===== config.mk =====
export PLATFORM = sky130hd
export DESIGN_NAME = mem_readout_merge
export DESIGN_NICKNAME = d
export VERILOG_FILES = /design/src/rtl/mem_readout_merge.sv
export SDC_FILE = /design/constraint.sdc
export NUM_CORES = 1
export LEC_CHECK = 0
export ABC_AREA = 1
export CORE_AREA = 8 8 325 327
export CTS_CLUSTER_SIZE = 12
export DETAILED_ROUTE_END_ITERATION = 16
export DIE_AREA = 0 0 333 335
export GPL_ROUTABILITY_DRIVEN = 0
export PLACE_DENSITY = 0.46
export SYNTH_ARGS = -nofsm -noshare
export SYNTH_HDL_FRONTEND = slang
export SYNTH_SLANG_ARGS = --single-unit
export TNS_END_PERCENT = 5

===== constraint.sdc =====
create_clock -name clk -period 5.8 [get_ports clk]
set_input_delay 1.74 -clock clk [delete_from_list [all_inputs] [get_ports clk]]
set_output_delay 1.74 -clock clk [all_outputs]
set_load 0.005 [all_outputs]

===== src/rtl/mem_readout_merge.sv =====
// mem_readout_merge: drains up to NCH per-event memories (1-cycle read latency)
// into one tagged stream {bx, channel, word} through a 2-entry output FIFO,
// with fixed-priority or round-robin arbitration and valid/ready backpressure.
module mem_readout_merge #(
  parameter int NCH = 12,
  parameter int DW  = 54,
  parameter int AW  = 6,
  parameter int BXW = 3,
  parameter int RR  = 0,
  localparam int CHW = (NCH > 1) ? $clog2(NCH) : 1,
  localparam int OW  = BXW + CHW + DW
) (
  input  logic              clk,
  input  logic              reset,
  input  logic              start,
  input  logic [BXW-1:0]    bx,
  input  logic [NCH*AW-1:0] number_in,
  output logic [NCH*AW-1:0] read_add,
  input  logic [NCH*DW-1:0] mem_dat,
  output logic [OW-1:0]     out_data,
  output logic              out_valid,
  input  logic              out_ready,
  output logic              done
);

  typedef enum logic [2:0] {
    S_IDLE,
    S_SETUP1,
    S_SETUP2,
    S_RUN,
    S_DONE
  } state_e;

  state_e          state_q;
  logic [BXW-1:0]  bx_q;
  logic [AW-1:0]   cnt_q  [NCH];
  logic [AW-1:0]   addr_q [NCH];
  logic [CHW-1:0]  sel_q;
  logic [CHW-1:0]  ptr_q;
  logic            inflight_q;
  logic [OW-1:0]   fifo_q [2];
  logic            wr_ptr_q;
  logic            rd_ptr_q;
  logic [1:0]      occ_q;
  logic            done_q;

  logic [NCH-1:0]  req;
  logic            found_lo;
  logic            found_hi;
  logic [CHW-1:0]  idx_lo;
  logic [CHW-1:0]  idx_hi;
  logic            grant_found;
  logic [CHW-1:0]  grant_idx;
  logic            pop;
  logic            push;
  logic            space_ok;
  logic            do_grant;
  logic            run_done;
  logic [OW-1:0]   push_word;

  // Requests and arbitration: lowest requester overall, and lowest requester
  // above the round-robin pointer (the wrap-around case falls back to lowest).
  always_comb begin
    // NOTE: every combinational output gets a default first so no path leaves
    // it unassigned, which would otherwise infer a latch.
    req      = '0;
    found_lo = 1'b0;
    found_hi = 1'b0;
    idx_lo   = '0;
    idx_hi   = '0;
    for (int i = 0; i < NCH; i++) begin
      req[i] = (cnt_q[i] != '0);
    end
    for (int i = 0; i < NCH; i++) begin
      if (req[i] && !found_lo) begin
        found_lo = 1'b1;
        idx_lo   = CHW'(i);
      end
      if (req[i] && !found_hi && (CHW'(i) > ptr_q)) begin
        found_hi = 1'b1;
        idx_hi   = CHW'(i);
      end
    end
    grant_found = found_lo;
    grant_idx   = ((RR != 0) && found_hi) ? idx_hi : idx_lo;
  end

  // A grant is only issued when the word it produces is guaranteed a FIFO slot.
  assign pop       = (occ_q != 2'd0) && out_ready;
  assign push      = inflight_q;
  assign space_ok  = (({1'b0, occ_q} + {2'b00, inflight_q}) <= (3'd1 + {2'b00, pop}));
  assign do_grant  = (state_q == S_RUN) && grant_found && space_ok;
  assign run_done  = (req == '0) && !inflight_q && (occ_q == {1'b0, pop});
  assign push_word = {bx_q, sel_q, mem_dat[int'(sel_q)*DW +: DW]};

  // Read addresses come straight from the address registers.
  always_comb begin
    read_add = '0;
    for (int i = 0; i < NCH; i++) begin
      read_add[i*AW +: AW] = addr_q[i];
    end
  end

  assign out_data  = fifo_q[rd_ptr_q];
  assign out_valid = (occ_q != 2'd0);
  assign done      = done_q;

  // Sequencer, per-channel counters, grant pipeline and output FIFO.
  always_ff @(posedge clk or negedge reset) begin
    if (!reset) begin
      state_q    <= S_IDLE;
      bx_q       <= '0;
      sel_q      <= '0;
      ptr_q      <= CHW'(NCH - 1);
      inflight_q <= 1'b0;
      wr_ptr_q   <= 1'b0;
      rd_ptr_q   <= 1'b0;
      occ_q      <= 2'd0;
      done_q     <= 1'b0;
      for (int i = 0; i < NCH; i++) begin
        cnt_q[i]  <= '0;
        addr_q[i] <= '0;
      end
      // NOTE: the two FIFO entries are reset because out_data must read zero
      // out of reset; a deeper storage array would normally be left unreset.
      fifo_q[0] <= '0;
      fifo_q[1] <= '0;
    end else if (start) begin
      // NOTE: sequential state is always updated with non-blocking assignments
      // so every register samples the pre-edge values of the others.
      state_q    <= S_SETUP1;
      bx_q       <= bx;
      ptr_q      <= CHW'(NCH - 1);
      inflight_q <= 1'b0;
      wr_ptr_q   <= 1'b0;
      rd_ptr_q   <= 1'b0;
      occ_q      <= 2'd0;
      done_q     <= 1'b0;
      for (int i = 0; i < NCH; i++) begin
        cnt_q[i]  <= number_in[i*AW +: AW];
        addr_q[i] <= '0;
      end
    end else begin
      case (state_q)
        S_SETUP1: state_q <= S_SETUP2;
        S_SETUP2: state_q <= S_RUN;
        S_RUN: begin
          if (run_done) begin
            state_q <= S_DONE;
            done_q  <= 1'b1;
          end
        end
        default: ;
      endcase

      inflight_q <= do_grant;
      if (do_grant) begin
        addr_q[grant_idx] <= addr_q[grant_idx] + AW'(1);
        cnt_q[grant_idx]  <= cnt_q[grant_idx] - AW'(1);
        sel_q             <= grant_idx;
        ptr_q             <= grant_idx;
      end

      if (push) begin
        fifo_q[wr_ptr_q] <= push_word;
        wr_ptr_q         <= ~wr_ptr_q;
      end
      if (pop) begin
        rd_ptr_q <= ~rd_ptr_q;
      end
      occ_q <= occ_q + {1'b0, push} - {1'b0, pop};
    end
  end

endmodule


==> results of run 1 <==
cell type report:
class | instances | area (um2)
fill | 11023 | 69800
antenna | 27 | 67.6
sequential | 282 | 7070
multi-input combinational | 2212 | 11000
timing repair buffer | 923 | 9190
tap | 1309 | 1640
clock buffer | 52 | 1080
clock inverter | 11 | 114
inverter | 194 | 744
cell families (layout without fill, tap and decap cells):
logic type / after synthesis / in the layout / synth area share [%]
flops: 282 / 282 / 35.8
other cells: 0 / 27 / 0
buf+inv: 408 / 1180 / 8.40
simple gates: 1298 / 1298 / 27.9
xor+xnor: 4 / 4 / 0.216
fa+ha+maj: 8 / 8 / 0.547
compound gates: 902 / 902 / 27.1
stage by stage:
step,util [%],setup WS (ns),hold slack [ns]
after global routing,30.7,0.822,0.502
after floorplan,-,1.63,0.449
after global placement,29.4,0.820,0.465
final,30.7,1.00,0.481
after detailed placement,29.4,0.769,0.466
after CTS,30.6,0.945,0.481
Yosys cell counts, types with 5 or more instances:
cell type / instances
a32o_1: 26
o22ai_1: 104
inv_2: 6
buf_4: 6
buf_6: 8
buf_2: 9
nor2_1: 445
o221ai_1: 84
dfrtp_1: 282
nand2_2: 12
o211ai_1: 37
nor2_4: 11
a21oi_1: 55
o21ai_1: 33
ha_1: 7
nor2_2: 11
buf_1: 9
clkinv_1: 7
nand4_1: 15
clkbuf_1: 180
nand3_2: 33
nand2_1: 691
inv_1: 181
o21bai_2: 6
o21ai_0: 520
nand3_1: 57
o311ai_0: 5
a22oi_1: 16
nor3_1: 6
metal layers:
layer / up-vias / global-route usage (%) / share of wire [%]
met2: 1239 / 43.7 / 49
met3: 264 / 6.07 / 7.6
met4: 12 / 10.2 / 4.1
met5: - / 0 / 0.053
met1: 11982 / 30.5 / 39
li1: 11364 / - / -
power groups by stage:
stage	Clock [mW]	Sequential, mW	Combinational (mW)
6_report	2.30	2.83	6.57
5_1_grt	2.43	2.89	7.09
4_1_cts	2.37	2.83	6.58
3_5_place_dp	0	2.86	6.56
3_3_place_gp	0	2.86	6.56
2_1_floorplan	0	2.64	3.24
flip-flops by register name, summed over array words and instances (netlist names):
register / count
fifo_q: 122
cnt_q: 72
read_add: 72
sel_q: 4
bx_q: 3
state_q: 3
occ_q: 2
done: 1
inflight_q: 1
rd_ptr_q: 1
wr_ptr_q: 1
worst register-to-register path: stages (launching register included):
cell and delay (ns):
dfrtp_1 0.42, nor2_1 0.17, nand3_2 0.15, nor2_4 0.20, nand2_4 0.11, nor2_2 0.13, nand4_4 0.27, nand3_2 0.26
inv_2 0.05, nor2_2 0.42, buf_4 0.32, nand2_1 0.09, o2111ai_1 0.10, nand2_1 0.14, nand3_1 0.13, buf_4 0.18
ha_1 0.26, nand3_1 0.11, o21ai_2 0.37, nand3_1 0.17, o21ai_0 0.13
worst max path at each step:
stage               from  slack, ns  depth (start not counted)     endpoint
6_report        rd_ptr_q       1.00                          4  out_data[6]
5_1_grt         rd_ptr_q       0.82                          4  out_data[8]
4_1_cts         rd_ptr_q       0.95                          4  out_data[6]
3_5_place_dp   out_ready       0.77                         12    cnt_q[31]
3_3_place_gp   out_ready       0.82                         12    cnt_q[31]
2_1_floorplan  out_ready       1.63                         13    cnt_q[28]
==> flow_summary_export.csv, run 1 <==
group,metric,value,unit
logic_synthesis,postSynthAreaPerCell,6.78,um2
global_route,grt_pass1_vias,24080,
detailed_routing,viasPerCell,4.96,
layout,layout_commonest_cell,"clkdlybuf4s50_1",
run,max_cap_viol_count,0,
clocking,cts_made_buffers,37,
detailed_routing,drc,0,
critical_path,rrSetupSlack,1.53,ns
placed_design,port_buffers,861,
sta,rsz0062_at_grt,"false",
power,internal-power,5.99,mW
logic_synthesis,ys.flop_type,"dfrtp_1",
run_status,status,"complete, no violations",
min_path,hp-start,"fifo_q[35]",
global_route,antenna_found_initial,72,
logic_synthesis,synth_cell_types,55,
clocking,cts.sinks,282,
floorplan,die_y,335,um
logic_synthesis,synth_edf_count,0,
detailed_routing,vias,24861,
min_path,holdPathEnd,"fifo_q[35]",
clocking,worstSkewPairLatency,0.57,ns
logic_synthesis,ys_ff_latch,282,
power,switching_share,48.8,%
clocking,htreeDepth,2,
logic_synthesis,synth_top_area_cell,"dfrtp_1",
critical_path,cp.arrival,3.06,ns
critical_path,critPathBufInv,2,
logic_synthesis,ys.warnings.count,0,
logic_synthesis,syn_inst,2902,
detailed_routing,ant_nets,0,
layout,finalNetCount,4385,
floorplan,die_w,333,um
critical_path,endpoint_kind,"output pin",
clocking,clk_path_buf_depth,3,
sta,finalCriticalPeriod,4.80,ns
power,p_leak,12.8,nW
floorplan,rows,117,
critical_path,path_class,"reg -> out",
layout,final_cells,5010,
sta,fin_tns_setup,0,ns
placed_design,dpl_cell_area,0.0296,mm2
logic_synthesis,synth_area_leaders,"dfrtp_1, o21ai_0, nand2_1, nor2_1, o221ai_1",
power,total_power,11.7,mW
critical_path,crit_path_top_delay_cell,"dfrtp_4",
sta,hold_viol,0,
floorplan,initial_core_util,19.5,%
detailed_routing,routedWlPerCell,29.9,um
critical_path,cpLargestDelayFamily,"buffers and inverters",
critical_path,critPathMostFrequentCell,"nand2_1",
sta,finalCritPeriodShare,82.7,%
detailed_routing,wl,150000,um
layout,drive_above_1_share,6.29,%
placed_design,post-place-cells,4920,
logic_synthesis,synth_top_area_share,35.8,%
sta,skew,0.0347,ns
logic_synthesis,synth_fp_nets,3637,
power,p_sw,5.72,mW
logic_synthesis,ys_async_sr_fraction,100,%
critical_path,reg2reg_to,"read_add[34]",
power,power_frac_comb,56.2,%
global_route,grt_pass1_wl,203000,um
layout,area_growth_syn_to_layout,57.0,%
critical_path,reg2reg_from,"cnt_q[58]",
power,power_density,379,mW/mm2
logic_synthesis,synth_area,0.0197,mm2
placed_design,place_hpwl,121000,um
sta,finalMaxSlewViolations,0,
sta,worstMarginPinSlew,1.09,ns
sta,relSlewSlack,26.3,%
layout,mostFrequentLayoutCells,"clkdlybuf4s50_1, nand2_1, o21ai_0",
clocking,postCtsHoldBufs,0,
logic_synthesis,yosysSeqAreaShare,35.8,%
global_route,grt_max_degree,163,
critical_path,critPathRequiredTime,4.06,ns
detailed_routing,drt_iter0_drc,2333,
critical_path,crit_path_max_fanout,58,
clocking,cts_setup_buffers,0,
min_path,holdPathStages,2,
layout,fin_area,0.0309,mm2
power,ir_drop,0.227,mV
global_route,grt_usage,25.4,%
critical_path,ff2ff_path_depth,20,
floorplan,die_area,0.112,mm2
sta,fmax,208,MHz
critical_path,startpoint_type,"flip-flop",
clocking,ctsResizeCount,0,
floorplan,ios,862,
power,pwr-share-seq,24.2,%
floorplan,core,0.101,mm2
detailed_routing,firstDrtPassIters,6,
power,clkPwrFrac,19.7,%
clocking,clkTransAtPathRegs,0.06,ns
clocking,cts-root-buf,"clkbuf_16",
sta,setup_violations,0,
clocking,tritoncts,"built",
global_route,grt_overflow,0,
critical_path,cp_cell_sequence,"inv_2, nand2_1, nand2_1, clkdlybuf4s50_1",
min_path,min_path_type,"reg -> reg",
critical_path,critPathMaxStageDelay,0.76,ns
No activity file was read; power rests on OpenSTA's default activity.
==> run 2: changes to the inputs <==
Settings changed: PLACE_DENSITY 0.46 to 0.47.
Clock period 5.8 ns to 4.1 ns, I/O delays scaled along.
==> run 2 against run 1 <==
Critical path depth rose by 13. Largest power group unchanged. Sequential share of layout area down 0.63 points. Critical endpoint is now read_add[38]. Non-clock buffer count grew 99. Hold slack lost 0.00073 ns. Flip-flop and latch count is the same. Cell area increased by 2.8%. Die area is the same. Combinational power rose by 48%. Global-route usage down 0.065 points. Highest routed layer unchanged. Largest cell class unchanged.
==> flow_summary_export.csv, run 2 (synthesized netlist as in run 1, its figures left out) <==
group,metric,value,unit
min_path,holdPathEnd,"fifo_q[16]",
power,p_sw,7.96,mW
power,power_frac_comb,57.8,%
placed_design,dp_slack,-0.155,ns
detailed_routing,vias,25145,
critical_path,reg2reg_from,"cnt_q[60]",
critical_path,reg2reg_to,"read_add[38]",
global_route,grt_overflow,0,
placed_design,post-place-cells,5019,
clocking,clk_path_buf_depth,3,
sta,finalCritPeriodShare,93.1,%
power,power_density,531,mW/mm2
critical_path,ff2ff_path_depth,17,
run_status,status,"complete, no violations",
floorplan,die_w,333,um
critical_path,path_class,"reg -> reg",
layout,post-route-util,31.6,%
layout,fin_area,0.0318,mm2
critical_path,cp_cell_sequence,"nor2_1, nand3_2, nor2_4, nand2_4, nor2_2, nand4_4, nand3_2, nor2_4, nand2_2, o21ai_0, o21ai_1, nand3_1, ha_1, buf_4, xnor2_1, buf_4, o21ai_0",
clocking,cts.sinks,282,
detailed_routing,drc,0,
placed_design,dpl_cell_area,0.0306,mm2
global_route,grt_max_degree,166,
floorplan,ios,862,
power,switching_share,47.2,%
detailed_routing,ant_nets,0,
clocking,tritoncts,"built",
layout,regMostFlops,"fifo_q",
power,internal-power,8.92,mW
min_path,min_path_type,"reg -> reg",
power,ir_drop,0.329,mV
placed_design,place_hpwl,122000,um
floorplan,die_area,0.112,mm2
clocking,cts_made_buffers,34,
clocking,postCtsHoldBufs,0,
min_path,holdPathStages,2,
detailed_routing,routedWlPerCell,29.3,um
clocking,cts-root-buf,"clkbuf_16",
clocking,htreeDepth,2,
critical_path,startpoint_type,"flip-flop",
layout,mostFrequentLayoutCells,"clkdlybuf4s50_1, nand2_1, o21ai_0",
global_route,grt_pass1_wl,202000,um
sta,layout_setup_ws,0.283,ns
power,p_leak,13.3,nW
power,pwr-share-seq,23.1,%
layout,layout_commonest_cell,"clkdlybuf4s50_1",
power,clkPwrFrac,19.1,%
sta,hold_viol,0,
critical_path,crit_path_max_fanout,10,
critical_path,critPathRequiredTime,4.51,ns
layout,finalNetCount,4481,
run,max_cap_viol_count,0,
min_path,hp-start,"fifo_q[16]",
sta,rsz0062_at_grt,"false",
critical_path,cp.arrival,4.23,ns
layout,fill_cells,11005,
floorplan,die_y,335,um
critical_path,crit_path_top_delay_cell,"dfrtp_1",
detailed_routing,viasPerCell,4.93,
sta,finalCriticalPeriod,3.82,ns
floorplan,core,0.101,mm2
sta,finalMaxSlewViolations,0,
sta,relSlewSlack,31.6,%
global_route,antenna_found_initial,71,
clocking,clkTransAtPathRegs,0.06,ns
sta,setup_violations,0,
layout,final_cells,5105,
global_route,grt_pass1_vias,24325,
sta,fmax,262,MHz
layout,area_growth_syn_to_layout,61.5,%
floorplan,initial_core_util,19.5,%
global_route,grt_usage,25.3,%
critical_path,critPathMaxStageDelay,0.42,ns
layout,drive_above_1_share,8.62,%
layout,largest_register_ffs,122,
placed_design,port_buffers,861,
critical_path,rrSetupSlack,0.28,ns
detailed_routing,wl,150000,um
sta,fin_tns_setup,0,ns
clocking,worstSkewPairLatency,0.54,ns
sta,skew,0.0121,ns
detailed_routing,firstDrtPassIters,5,
floorplan,rows,117,
critical_path,endpoint_kind,"flip-flop",
detailed_routing,drt_iter0_drc,2201,
clocking,cts_setup_buffers,0,
sta,worstMarginPinSlew,1.03,ns
==> run 2: changes by cell type in the layout (fill, tap and decap cells not counted), sizes merged <==
cell	change
bufinv	+3
diode	-2
inv	+1
buf	+99
clkinv	-4
clkbuf	-2
==> run 2: stage by stage <==
stage	power, mW	hold WS, ns
detailed placement	13.7	0.466
global placement	13.7	0.463
global route	17.9	0.498
finish	16.9	0.480
CTS	17.0	0.482
floorplan	8.31	0.449
==> run 2: critical path, delay by kind of cell, from the launching register on <==
family                   cells  cell delay [ns]
XOR/XNOR                     1             0.32
adder cells (fa/ha/maj)      1             0.26
AO/OA/AOI/OAI                3             0.46
AND/OR/NAND/NOR             10             1.80
flip-flops                   1             0.42
buffers and inverters        2             0.41
==> run 2: area by class of cell <==
cell class	instances	area, um2	area share (%)
antenna	25	62.6	0.197
clock buffer	50	991	3.12
clock inverter	11	174	0.547
inverter	194	744	2.34
multi-input combinational	2212	11000	34.6
sequential	282	7070	22.2
tap	1309	1640	5.15
timing repair buffer	1022	10100	31.8
==> run 2: worst max-delay path by stage <==
stage / cells past startpoint / slack [ns] / startpoint / endpoint
after global placement: 15 / -0.1 / out_ready / cnt_q[58]
final: 17 / 0.28 / cnt_q[60] / read_add[38]
after floorplan: 13 / 0.44 / out_ready / cnt_q[28]
after CTS: 17 / 0.30 / cnt_q[60] / read_add[38]
after detailed placement: 15 / -0.15 / out_ready / cnt_q[58]
after global routing: 16 / 0.11 / out_ready / cnt_q[28]
==> run 2: routing by layer <==
metal  GRT usage, %  up-vias  part of all wire [%]  routed length [um]
met2           44.1     1184                    49               73900
met5              0        -                 0.041                  62
met4           10.0       10                   4.3                6450
met1           30.0    12134                    39               58000
met3           6.04      268                   7.5               11300
li1               -    11549                     -                   -
==> run 2: what timing repair did <==
| item | in CTS | in global routing |
|---|---|---|
| gates resized for setup | 0 | 1 |
| hold endpoints to repair | 0 | 0 |
| setup endpoints to repair | 0 | 3 |
==> run 2: power groups by stage <==
| stage | Sequential, mW | Combinational (mW) | Clock [mW] |
|---|---|---|---|
| 2_1_floorplan | 3.73 | 4.58 | 0 |
| 5_1_grt | 3.97 | 10.5 | 3.39 |
| 3_3_place_gp | 3.93 | 9.73 | 0 |
| 6_report | 3.90 | 9.75 | 3.22 |
| 3_5_place_dp | 3.93 | 9.73 | 0 |
| 4_1_cts | 3.89 | 9.77 | 3.29 |
==> run 3: changes to the inputs <==
Settings changed: RECOVER_POWER set to 100.
==> run 3 against run 2 <==
The flow now finishes with violations (capacitance limit, slew limit). Highest routed layer unchanged. Non-clock buffer count did not move. Combinational power fell by 2.7%. First-iteration DRC count shrank 4.0%. Worst setup slack got worse by 0.052 ns. Core utilization fell by 0.20 points. Final cell count is 0.12% higher. Register-to-register slack worse by 0.05 ns. Critical path type unchanged. Wire length about the same. Critical path depth rose by 1. Total power shrank 1.6%.
==> flow_summary_export.csv, run 3 (synthesized netlist as in run 1, its figures left out) <==
group,metric,value,unit
sta,relSlewSlack,-47.8,%
run_status,status,"finished with violations",
clocking,clkTransAtPathRegs,0.06,ns
clocking,tritoncts,"built",
power,p_leak,13.5,nW
floorplan,core,0.101,mm2
global_route,grt_overflow,0,
layout,post-route-util,31.4,%
critical_path,startpoint_type,"flip-flop",
layout,final_cells,5111,
critical_path,cp.arrival,4.27,ns
floorplan,die_y,335,um
sta,fmax,258,MHz
critical_path,critPathMostFrequentCell,"nor2_1",
sta,fin_tns_setup,0,ns
floorplan,die_area,0.112,mm2
global_route,grt_usage,25.3,%
layout,largest_register_ffs,122,
clocking,cts_made_buffers,34,
clocking,worstSkewPairLatency,0.54,ns
sta,setup_violations,0,
floorplan,die_w,333,um
critical_path,crit_path_top_delay_cell,"nor2_4",
clocking,cts.sinks,282,
global_route,grt_max_degree,166,
detailed_routing,drc,0,
clocking,htreeDepth,2,
layout,drive_above_1_share,7.82,%
power,internal-power,8.69,mW
detailed_routing,firstDrtPassIters,6,
run_status,violations,"capacitance limit, slew limit",
run,max_cap_viol_count,2,
layout,fin_area,0.0316,mm2
global_route,antenna_found_initial,72,
critical_path,endpoint,"read_add[68]",
global_route,grt_pass1_vias,24325,
sta,worstMarginPinSlew,2.22,ns
layout,regMostFlops,"fifo_q",
placed_design,port_buffers,861,
clocking,cts_setup_buffers,0,
critical_path,reg2reg_to,"read_add[68]",
layout,finalNetCount,4481,
power,p_sw,7.92,mW
power,pwr-share-seq,23.4,%
detailed_routing,drt_iter0_drc,2112,
critical_path,critPathRequiredTime,4.51,ns
power,total_power,16.6,mW
power,power_frac_comb,57.1,%
placed_design,post-place-cells,5019,
critical_path,crit_path_max_fanout,14,
placed_design,dpl_cell_area,0.0306,mm2
power,switching_share,47.7,%
floorplan,ios,862,
floorplan,rows,117,
min_path,hp-start,"fifo_q[39]",
critical_path,critPathMaxStageDelay,0.47,ns
layout,area_growth_syn_to_layout,60.5,%
critical_path,endpoint_kind,"flip-flop",
power,ir_drop,0.331,mV
power,power_density,526,mW/mm2
power,clkPwrFrac,19.4,%
layout,fill_cells,11039,
sta,finalCritPeriodShare,94.4,%
critical_path,startpoint,"cnt_q[46]",
global_route,grt_pass1_wl,202000,um
sta,skew,0.0126,ns
sta,finalCriticalPeriod,3.87,ns
detailed_routing,viasPerCell,4.94,
placed_design,place_hpwl,122000,um
detailed_routing,routedWlPerCell,29.3,um
detailed_routing,wl,150000,um
sta,hold_viol,0,
critical_path,path_class,"reg -> reg",
clocking,clk_path_buf_depth,3,
critical_path,cp_cell_sequence,"nor2_1, nand3_1, inv_1, nand4_1, nor2_1, nor2_1, nand4_4, nor2_4, buf_4, nand2_1, o2111ai_1, nand2_1, nand3_1, ha_1, buf_4, xnor2_1, clkbuf_2, o21ai_0",
min_path,min_path_type,"reg -> reg",
layout,layout_commonest_cell,"clkdlybuf4s50_1",
detailed_routing,ant_nets,0,
floorplan,initial_core_util,19.5,%
sta,rsz0062_at_grt,"false",
clocking,cts-root-buf,"clkbuf_16",
layout,mostFrequentLayoutCells,"clkdlybuf4s50_1, nand2_1, o21ai_0",
critical_path,ff2ff_path_depth,18,
critical_path,reg2reg_from,"cnt_q[46]",
critical_path,rrSetupSlack,0.23,ns
detailed_routing,vias,25229,
sta,finalMaxSlewViolations,104,
-- run 3: cell types whose count changed in the layout (fill, tap and decap cells not counted), moves of 6 or more --
cell | before | now
clkdlybuf4s50_1 | 859 | 728
o21ai_0 | 520 | 530
dlygate4sd3_1 | 0 | 131
diode_2 | 25 | 31
clkbuf_1 | 8 | 30
clkbuf_4 | 0 | 8
buf_4 | 140 | 100
clkbuf_2 | 0 | 13
o21ai_1 | 32 | 22
-- run 3: how the worst min path moves through the flow --
stage,cells after the start,slack [ns],end
2_1_floorplan,2,0.45,fifo_q[0]
3_3_place_gp,2,0.46,fifo_q[16]
3_5_place_dp,2,0.47,fifo_q[33]
4_1_cts,2,0.48,fifo_q[34]
5_1_grt,2,0.50,fifo_q[35]
6_report,2,0.48,fifo_q[39]
-- run 3: power groups by stage --
stage | Clock, mW | Sequential (mW) | Combinational (mW)
floorplan | 0 | 3.73 | 4.58
global placement | 0 | 3.93 | 9.73
detailed placement | 0 | 3.93 | 9.73
CTS | 3.29 | 3.89 | 9.77
global route | 3.39 | 3.97 | 10.2
finish | 3.22 | 3.89 | 9.49
-- run 3: repair_timing --
action,in CTS,in global routing
hold buffers,0,0
gates resized for setup,0,1
endpoints found under the setup margin,0,3
-- run 3: through the flow --
| step | setup slack, ns | hold WS [ns] |
|---|---|---|
| after floorplan | 0.440 | 0.449 |
| after global placement | -0.0987 | 0.463 |
| after detailed placement | -0.155 | 0.466 |
| after CTS | 0.298 | 0.482 |
| after global routing | 0.0599 | 0.498 |
| final | 0.231 | 0.479 |
-- run 3: critical path, delay by kind of cell, from the launching register on --
family	cells	cell delay, ns
AO/OA/AOI/OAI	2	0.21
XOR/XNOR	1	0.19
adder cells (fa/ha/maj)	1	0.20
buffers and inverters	4	0.82
flip-flops	1	0.40
AND/OR/NAND/NOR	10	1.90
-- run 3: cell type report --
type	instances	area [um2]	area share (%)
multi-input cells	2212	11000	34.7
repair buffers	1022	9930	31.4
diodes	31	77.6	0.246
clock inverters	11	174	0.551
clock buffers	50	991	3.14
well taps	1309	1640	5.18
flip-flops and latches	282	7070	22.4
inverters	194	742	2.35
-- run 3: routing by layer --
layer	vias up	global-route usage, %	wire, um
li1	11555	-	-
met1	12187	30.0	58000
met2	1199	44.1	73900
met3	278	6.04	11100
met4	10	10.0	6510
met5	-	0	62
